File: src/rtl/seq_pattern_detector_pkg.sv
// Shared types and defaults for the programmable serial pattern detector.
// The default configuration is the classic overlapping "010" detector.
package seq_det_pkg;

    // Bits needed to hold any length 0..max_len inclusive.
    function automatic int clog2_len(input int max_len);
        int r;
        r = 0;
        for (int i = 0; i < 31; i++) begin
            if ((1 << i) < (max_len + 1)) begin
                r = i + 1;
            end
        end
        return r;
    endfunction

    localparam int         DEF_MAX_LEN   = 8;
    localparam int         DEF_CNT_W     = 16;
    localparam logic [7:0] DEF_PATTERN_C = 8'b0000_0010;
    localparam int         DEF_LEN_C     = 3;
    localparam bit         DEF_OVERLAP_C = 1'b1;

    typedef enum logic {
        NON_OVERLAP = 1'b0,
        OVERLAP     = 1'b1
    } ovl_mode_e;

endpackage

File: src/rtl/seq_pattern_detector_sat_counter.sv
// Saturating up-counter with synchronous clear; clear wins over increment.
module sat_counter #(
    parameter int W = 16
) (
    input  logic         clk,
    input  logic         reset_n,
    input  logic         clr,
    input  logic         inc,
    output logic [W-1:0] q
);

    always_ff @(posedge clk or negedge reset_n) begin
        if (!reset_n) begin
            q <= '0;
        end else if (clr) begin
            q <= '0;
        end else if (inc && (q != {W{1'b1}})) begin
            q <= q + 1'b1;
        end
    end

endmodule

File: src/rtl/seq_pattern_detector.sv
// Runtime-programmable Moore serial pattern detector with overlap control,
// input qualification and a saturating match counter.
module seq_pattern_detector
    import seq_det_pkg::*;
#(
    parameter int                 MAX_LEN     = DEF_MAX_LEN,
    parameter int                 CNT_W       = DEF_CNT_W,
    parameter logic [MAX_LEN-1:0] DEF_PATTERN = MAX_LEN'(DEF_PATTERN_C),
    parameter int                 DEF_LEN     = DEF_LEN_C,
    parameter bit                 DEF_OVERLAP = DEF_OVERLAP_C,
    localparam int                LEN_W       = clog2_len(MAX_LEN)
) (
    input  logic               clk,
    input  logic               reset_n,
    // A bit on x is taken on every rising edge with in_valid=1 and cfg_load=0;
    // there is no back-pressure, the detector always accepts.
    input  logic               in_valid,
    input  logic               x,
    input  logic               cfg_load,
    input  logic [MAX_LEN-1:0] cfg_pattern,
    input  logic [LEN_W-1:0]   cfg_len,
    input  logic               cfg_overlap,
    input  logic               cnt_clr,
    output logic               match,
    output logic [CNT_W-1:0]   match_count,
    output logic [LEN_W-1:0]   fill,
    output logic               cfg_err
);

    logic [MAX_LEN-1:0] hist_q;
    logic [MAX_LEN-1:0] hist_nxt;
    logic [MAX_LEN-1:0] hist_shift;
    logic [MAX_LEN-1:0] pattern_q;
    logic [MAX_LEN-1:0] len_mask;
    logic [LEN_W-1:0]   len_q;
    logic [LEN_W-1:0]   fill_q;
    logic [LEN_W-1:0]   fill_nxt;
    logic [LEN_W-1:0]   fill_inc;
    ovl_mode_e          ovl_q;
    logic               match_q;
    logic               match_nxt;
    logic               err_q;
    logic               err_nxt;
    logic               hit;
    logic               cfg_ok;

    assign cfg_ok = (cfg_len != '0) && (int'(cfg_len) <= MAX_LEN);

    // Only the low cur_len bits of history and pattern take part in a compare.
    always_comb begin
        len_mask = '0;
        for (int i = 0; i < MAX_LEN; i++) begin
            len_mask[i] = (i < int'(len_q));
        end
    end

    assign hist_shift = {hist_q[MAX_LEN-2:0], x};
    assign fill_inc   = (fill_q >= len_q) ? len_q : fill_q + 1'b1;
    assign hit        = (fill_inc == len_q) &&
                        ((hist_shift & len_mask) == (pattern_q & len_mask));

    always_comb begin
        hist_nxt  = hist_q;
        fill_nxt  = fill_q;
        match_nxt = 1'b0;
        err_nxt   = 1'b0;
        if (cfg_load) begin
            hist_nxt = '0;
            fill_nxt = '0;
            err_nxt  = !cfg_ok;
        end else if (in_valid) begin
            hist_nxt  = hist_shift;
            match_nxt = hit;
            // In non-overlap mode the matched bits are consumed.
            fill_nxt  = (hit && (ovl_q == NON_OVERLAP)) ? '0 : fill_inc;
        end
    end

    always_ff @(posedge clk or negedge reset_n) begin
        if (!reset_n) begin
            hist_q  <= '0;
            fill_q  <= '0;
            match_q <= 1'b0;
            err_q   <= 1'b0;
        end else begin
            hist_q  <= hist_nxt;
            fill_q  <= fill_nxt;
            match_q <= match_nxt;
            err_q   <= err_nxt;
        end
    end

    always_ff @(posedge clk or negedge reset_n) begin
        if (!reset_n) begin
            pattern_q <= DEF_PATTERN;
            len_q     <= LEN_W'(DEF_LEN);
            ovl_q     <= ovl_mode_e'(DEF_OVERLAP);
        end else if (cfg_load && cfg_ok) begin
            pattern_q <= cfg_pattern;
            len_q     <= cfg_len;
            ovl_q     <= ovl_mode_e'(cfg_overlap);
        end
    end

    sat_counter #(
        .W (CNT_W)
    ) u_match_cnt (
        .clk     (clk),
        .reset_n (reset_n),
        .clr     (cnt_clr),
        .inc     (match_nxt),
        .q       (match_count)
    );

    assign match   = match_q;
    assign fill    = fill_q;
    assign cfg_err = err_q;

endmodule
File: config.mk
export PLATFORM = sky130hd
export DESIGN_NAME = seq_pattern_detector
export DESIGN_NICKNAME = d
export VERILOG_FILES = /design/src/rtl/seq_pattern_detector_pkg.sv /design/src/rtl/seq_pattern_detector_sat_counter.sv /design/src/rtl/seq_pattern_detector.sv
export SDC_FILE = /design/constraint.sdc
export NUM_CORES = 1
export LEC_CHECK = 0
export ABC_AREA = 1
export CORE_MARGIN = 3
export CORE_UTILIZATION = 57
export CTS_CLUSTER_SIZE = 28
export DETAILED_ROUTE_END_ITERATION = 16
export PLACE_DENSITY = 0.86
export SLEW_MARGIN = 20
export SYNTH_ARGS = -nofsm -noshare
export SYNTH_HDL_FRONTEND = slang
export SYNTH_HIERARCHICAL = 1
export SYNTH_SLANG_ARGS = --single-unit
File: constraint.sdc
create_clock -name clk -period 3.75 [get_ports clk]
set_input_delay 0.375 -clock clk [delete_from_list [all_inputs] [get_ports clk]]
set_output_delay 0.375 -clock clk [all_outputs]
set_load 0.05 [all_outputs]
## Word-level counts from Yosys, hierarchy flattened

Cells that the tools add are included.

- Muxes and demuxes: 11
- Bitwise gates (word level): 3
- $lt $le $gt $ge: 10
- Equal/unequal tests: 3
- Reduce and logical (&&, ||, !) cells: 9
- Add/sub/neg operators: 2

Operators with widths:

| cell | count |
|---|---|
| $mux 16 | 2 |
| $add 16x1->16 const B | 1 |
| $and 8x8->8 | 2 |
| $lt 3x4->1 const A | 4 |
| $mux 4 | 4 |
| $ne 16x16->1 const B | 1 |
| $mux 7 | 2 |
| $eq 8x8->1 | 1 |
| $lt 1x4->1 const A | 2 |
| $lt 2x4->1 const A | 2 |
| $logic_and 1x1->1 | 5 |
| $add 4x1->4 const B | 1 |
| $eq 4x4->1 | 1 |
| $ge 4x4->1 | 1 |
| $le 4x4->1 const B | 1 |
| $reduce_bool 2->1 | 2 |
| $reduce_bool 4->1 | 1 |
| $mux 1 | 3 |
| $logic_not 1->1 | 1 |
| $not 1->1 | 1 |

- Output and inout bits: 22
- Register bits: 42
- Logic and storage cells: 46
- Bits of input ports: 19

## Depth between registers and ports, before layout

- Depth after elaboration: 9
- Depth in mapped cells: 17
- Mapped depth without buffers: 16

## Modules after synthesis

Netlist, hierarchy kept.

By module, submodules not included:

| module | instances | cells an instance | area an instance (sq um) |
|---|---|---|---|
| seq_pattern_detector | 1 | 188 | 1455.1 |
| sat_counter | 1 | 144 | 1037.2 |

## Worst setup path after synthesis

Ideal clock, no wire load.

- Path type: flip-flop to flip-flop
- From: register fill_q[0] (netlist: fill[0])
- To: register u_match_cnt.q[2]
- Setup time: 66 ps
- Arrival: 2365 ps
- Period minus slack after synthesis: 2432 ps
- Cell stages (with the launch flop): 16
- Required time: 3684 ps
- Path buffers: 1
- Path slack: 1318 ps
- Path through: dfrtp_1 ha_1 nand2_1 nand2_1 nor2_1 nand3_1 nor2_1 nand2_1 nand2_2 nand2_1 nor2_1 inv_1 nor2_1 buf_2 nand4_1 nand2_1

- Longest elaborated chain between the ends: 8

Ends and longest elaborated chain:

| item | RTL line | source |
|---|---|---|
| from (decl) | seq_pattern_detector.sv:36 | `logic [LEN_W-1:0] fill_q;` |
| from (signal assigned) | seq_pattern_detector.sv:87 | `fill_q <= fill_nxt;` |
| $add 4x1->4 or $ge 4x4->1 (tied branches) | seq_pattern_detector.sv:58 | `assign fill_inc = (fill_q >= len_q) ? len_q : fill_q + 1'b1;` |
| $mux 4 (*) | seq_pattern_detector.sv:58 |  |
| $eq 4x4->1 (*) | seq_pattern_detector.sv:59 | `assign hit = (fill_inc == len_q) &&` |
| $logic_and 1x1->1 (*) | seq_pattern_detector.sv:59 |  |
| $mux 1 (*) | seq_pattern_detector.sv:71 | `end else if (in_valid) begin` |
| $mux 1 (*) | seq_pattern_detector.sv:67 | `if (cfg_load) begin` |
| net match_nxt | seq_pattern_detector.sv:41 | `logic match_nxt;` |
| $logic_and 1x1->1 (*) | seq_pattern_detector_sat_counter.sv:17 | `end else if (inc && (q != {W{1'b1}})) begin` |
| $reduce_bool 2->1 (no line) (*) | -- |  |
| to (signal assigned) | seq_pattern_detector_sat_counter.sv:18 | `q <= q + 1'b1;` |
| to (decl) | seq_pattern_detector_sat_counter.sv:9 | `output logic [W-1:0] q` |

Mark *: on every way through the listed nets, which the timed path passes. The rest lies on a longest branch.
A chain may end at the register's enable or synchronous reset.

## Worst setup path in the final report

- From: register len_q[1]
- To: register u_match_cnt.q[5]

- Longest elaborated chain between the ends: 8

Ends and longest elaborated chain:

| item | RTL line | source |
|---|---|---|
| from (decl) | seq_pattern_detector.sv:35 | `logic [LEN_W-1:0] len_q;` |
| from (signal assigned) | seq_pattern_detector.sv:96 | `len_q <= LEN_W'(DEF_LEN);` |
| from (signal assigned) | seq_pattern_detector.sv:100 | `len_q <= cfg_len;` |
| $lt 1x4->1 (tied with other cells) | seq_pattern_detector.sv:53 | `len_mask[i] = (i < int'(len_q));` |
| $and 8x8->8 or $mux 4 (tied branches) | seq_pattern_detector.sv:60, seq_pattern_detector.sv:58 |  |
| $eq 8x8->1 or $eq 4x4->1 (tied branches) | seq_pattern_detector.sv:60, seq_pattern_detector.sv:59 |  |
| $logic_and 1x1->1 (*) | seq_pattern_detector.sv:59 |  |
| $mux 1 (*) | seq_pattern_detector.sv:71 |  |
| $mux 1 (*) | seq_pattern_detector.sv:67 |  |
| net match_nxt | seq_pattern_detector.sv:41 |  |
| $logic_and 1x1->1 (*) | seq_pattern_detector_sat_counter.sv:17 |  |
| $reduce_bool 2->1 (no line) (*) | -- |  |

Marks and branches as above.

==> parameters.txt <==
Parameter                              Value

Worst setup path
  Startpoint of the most critical register-to-register path ... len_q[1]$_DFFE_PN1P_
  Sort of element at the start of the critical path ... flip-flop
  Critical path data required time ... 3.98 ns
  Data arrival at the endpoint of the critical path ... 3.09 ns
  Worst r2r path cells ... 14
  Critical path start-end classification ... flip-flop to flip-flop
  Largest fanout on the critical path ... 13
  Slack of the worst reg-to-reg path ... 0.89 ns
  End of the worst register-to-register path ... u_match_cnt/q[5]$_DFFE_PN0P_
  Nature of the critical path endpoint ... flip-flop

Yosys
  Flop and latch count out of synthesis ... 42
  Post-Syn Instances ... 332
  Cell area after technology mapping ... 2492 um^2
  Share of the yosys chip area belonging to registers ... 42.37%
  Number of library cell types mapped by synthesis ... 31
  Number of warning messages in the yosys log ... 6
  Post-synthesis net count ... 357
  Per-instance average area after synthesis ... 7.507 um^2

Route
  Post-DR wirelength/cell ... 13.49 um
  Routed wire length ... 5718 um
  Via total after detailed routing ... 2312
  Detail-routed via count per cell ... 5.453
  Post-detailed-route DRC marker count ... 0
  Post-detailed-route count of antenna-violating nets ... 0
  First-pass iteration count of the detailed router ... 4
  Detailed router's first-iteration violation count ... 240

Power and ir drop
  Leakage power of the design ... 1.435 nW
  Cell Pwr Density ... 439.0 nW/um^2
  Worst-case vdd ir drop ... 0.0001686 V

Placement
  Routability cong. ... 0.9328
  Total half-perimeter wirelength after legalization and detailed placement ... 4155 um
  I/O Buffers ... 40

Timing
  Final setup viols ... 0
  Timing-limited maximum frequency ... 0.3494 GHz
  Worst slew margin ... 39.52%
  Count of final max-slew check failures ... 0
  Post-route clock skew ... 0.005458 ns
  Unrepaired setup endpoints after global routing ... no
  Share of the clock period used by the worst path ... 76.33%
  Final critical-path required period ... 2.862 ns
  Total negative slack ... 0 ns
  Fin. Hold Viols ... 0
  Actual slew at the worst max-slew pin ... 0.9071 ns

Status
  Run status ... finished, final reports clean

Clock tree
  Worst skew pair latency ... 0.29 ns
  Cts-stage hold buffer count ... 0
  Post-CTS setup buffer count ... 0
  # H-tree levels ... 2
  Number of buffers on the longest clock path ... 2
  Number of gates resized after cts ... 0
  Clock root buffer ... sky130_fd_sc_hd__clkbuf_8
  TritonCTS Buffers ... 5
  Clock sink count ... 42
  Clock-pin transition on the worst setup and hold timing paths ... 0.08 ns
  TritonCTS clock tree ... done

Floorplanning
  Width of the die ... 72.13 um
  Core Area ... 4115 um^2
  Vertical extent of the die ... 72.13 um
  I/O Pins ... 41
  Total number of placement rows ... 23
  Initial cell density of the core ... 60.57%
  Die Area ... 5202 um^2

GRT
  Number of antenna violations at the first check in global routing ... 0
  Number of global-route vias before repair ... 2246
  Overall global routing resource usage ... 24.10%
  Global-route wire length before repair ... 9949 um
  Maximum number of pins on one net before global-route repair ... 43
  Overflow left after global routing ... 0

Final layout
  Final Util ... 73.37%
  Fraction of layout cells with a size suffix above 1 ... 9.091%
  Antenna diodes ... 0
  # nets final ... 398
  Area delta synth->final ... 21.13%

Job
  Number of maximum-capacitance constraint violations ... 0

Hold path
  Min-Delay Path Class ... input port to asynchronous set/reset pin
## registers in the layout (all words and copies together) (netlist names)
signal	cells
hist_q	7
match	1
u_match_cnt/q	16
fill	4
pattern_q	8
len_q	4
cfg_err	1
ovl_q	1
## placed cells by master (no fill, tap or decap)
cell,count
sky130_fd_sc_hd__a211oi_1,3
sky130_fd_sc_hd__a21oi_1,9
sky130_fd_sc_hd__buf_2,1
sky130_fd_sc_hd__bufinv_16,1
sky130_fd_sc_hd__clkbuf_1,1
sky130_fd_sc_hd__clkbuf_8,5
sky130_fd_sc_hd__clkdlybuf4s50_1,39
sky130_fd_sc_hd__clkinvlp_4,1
sky130_fd_sc_hd__dfrtp_1,38
sky130_fd_sc_hd__dfstp_2,4
sky130_fd_sc_hd__ha_1,6
sky130_fd_sc_hd__inv_1,34
sky130_fd_sc_hd__inv_2,5
sky130_fd_sc_hd__inv_4,1
sky130_fd_sc_hd__mux2_1,4
sky130_fd_sc_hd__mux2_2,1
sky130_fd_sc_hd__nand2_1,111
sky130_fd_sc_hd__nand2_2,3
sky130_fd_sc_hd__nand2_4,2
sky130_fd_sc_hd__nand3_1,21
sky130_fd_sc_hd__nand3_2,3
sky130_fd_sc_hd__nand4_1,11
sky130_fd_sc_hd__nor2_1,36
sky130_fd_sc_hd__nor2_2,2
sky130_fd_sc_hd__nor2_4,2
sky130_fd_sc_hd__nor3_1,1
sky130_fd_sc_hd__o21ai_0,9
sky130_fd_sc_hd__o21ai_4,1
sky130_fd_sc_hd__o21bai_1,3
sky130_fd_sc_hd__o22ai_1,5
sky130_fd_sc_hd__or2_2,2
sky130_fd_sc_hd__xnor2_1,5
sky130_fd_sc_hd__xor2_1,4
## critical path, stage by stage (launching register included)
cell and delay (ns):
sky130_fd_sc_hd__dfstp_2 0.58, sky130_fd_sc_hd__inv_2 0.07, sky130_fd_sc_hd__ha_1 0.29, sky130_fd_sc_hd__inv_1 0.05, sky130_fd_sc_hd__o21bai_1 0.12, sky130_fd_sc_hd__nand2_1 0.08
sky130_fd_sc_hd__nand3_2 0.13, sky130_fd_sc_hd__inv_1 0.09, sky130_fd_sc_hd__nand2_2 0.08, sky130_fd_sc_hd__nand2_1 0.05, sky130_fd_sc_hd__nor2_1 0.23, sky130_fd_sc_hd__inv_1 0.07
sky130_fd_sc_hd__nor2_1 0.68, sky130_fd_sc_hd__nand3_1 0.16, sky130_fd_sc_hd__nand2_1 0.12
## layout make-up
class	count	area (um^2)
tap	50	62.56
timing repair buffer	40	395.4
clock inverter	2	37.54
fill	343	1096
multi-input combinational	244	1242
inverter	40	152.6
sequential	42	1056
clock buffer	6	72.57
## worst max-delay path by stage
stage	from	to	slack (ns)	cells after the start
2_1_floorplan	fill[0]$_DFFE_PN0P_	u_match_cnt/q[2]$_DFFE_PN0P_	1.32	15
3_3_place_gp	len_q[1]$_DFFE_PN1P_	u_match_cnt/q[7]$_DFFE_PN0P_	1.05	14
3_5_place_dp	len_q[1]$_DFFE_PN1P_	u_match_cnt/q[5]$_DFFE_PN0P_	0.92	14
4_1_cts	len_q[1]$_DFFE_PN1P_	u_match_cnt/q[5]$_DFFE_PN0P_	0.89	14
5_1_grt	len_q[1]$_DFFE_PN1P_	u_match_cnt/q[5]$_DFFE_PN0P_	0.66	14
6_report	len_q[1]$_DFFE_PN1P_	u_match_cnt/q[5]$_DFFE_PN0P_	0.89	14
## cells in the mapped netlist, drive strengths merged
master	n	share of area, %
nand3	24	5.4
dfstp	4	4.2
or2	2	0.50
dfrtp	38	38
nand4	11	2.8
mux2	5	2.3
ha	6	3.0
buf	4	1.4
xor2	4	1.4
xnor2	5	1.8
o21ai	10	2.5
nor3	1	0.20
o22ai	5	1.3
clkbuf	2	0.30
a211oi	3	0.90
nand2	116	18
inv	40	6.1
a21oi	9	1.8
nor2	40	6.8
o21bai	3	0.90
## where the power goes
| group | internal [W] | switching (W) | total (W) |
|---|---|---|---|
| logic | 0.000153 | 0.000265 | 0.000418 |
| registers | 0.000497 | 0.0000517 | 0.000549 |
| clock network | 0.000199 | 0.000159 | 0.000358 |
## cells by family (layout without fill, tap and decap cells)
| logic type | Yosys count | in the layout | synth area share (%) |
|---|---|---|---|
| muxes | 5 | 5 | 2.259 |
| and+or+nand+nor | 194 | 194 | 34.09 |
| buffers and inverters | 46 | 88 | 7.781 |
| AOI/OAI and AO/OA | 30 | 30 | 7.329 |
| xor gates and xnor gates | 9 | 9 | 3.162 |
| DFF | 42 | 42 | 42.37 |
| adders and majority gates | 6 | 6 | 3.012 |
## through the flow
step | cell area [um^2] | std cells | hold slack, ns | worst slack, ns | total power (W)
after CTS | 3019 | 424 | 0.2435 | 0.8855 | 0.001333
after global routing | 3019 | 424 | 0.2805 | 0.6555 | 0.001411
after global placement | 2909 | 416 | 0.5032 | 1.052 | 0.0009597
after detailed placement | 2909 | 416 | 0.5036 | 0.9160 | 0.0009752
after floorplan | 2492 | 332 | 0.07941 | 1.318 | 0.0008505
final | 3019 | 424 | 0.2055 | 0.8877 | 0.001325
## routing by layer
layer / GRT usage (%) / up-vias / part of all wire, %
met2: 41.86 / 82 / 49
met4: 7.724 / 0 / 0.93
met5: 0 / - / 0
met3: 4.986 / 6 / 5.4
li1: - / 1140 / -
met1: 29.92 / 1084 / 44
Power figures use the tool's default switching activity.
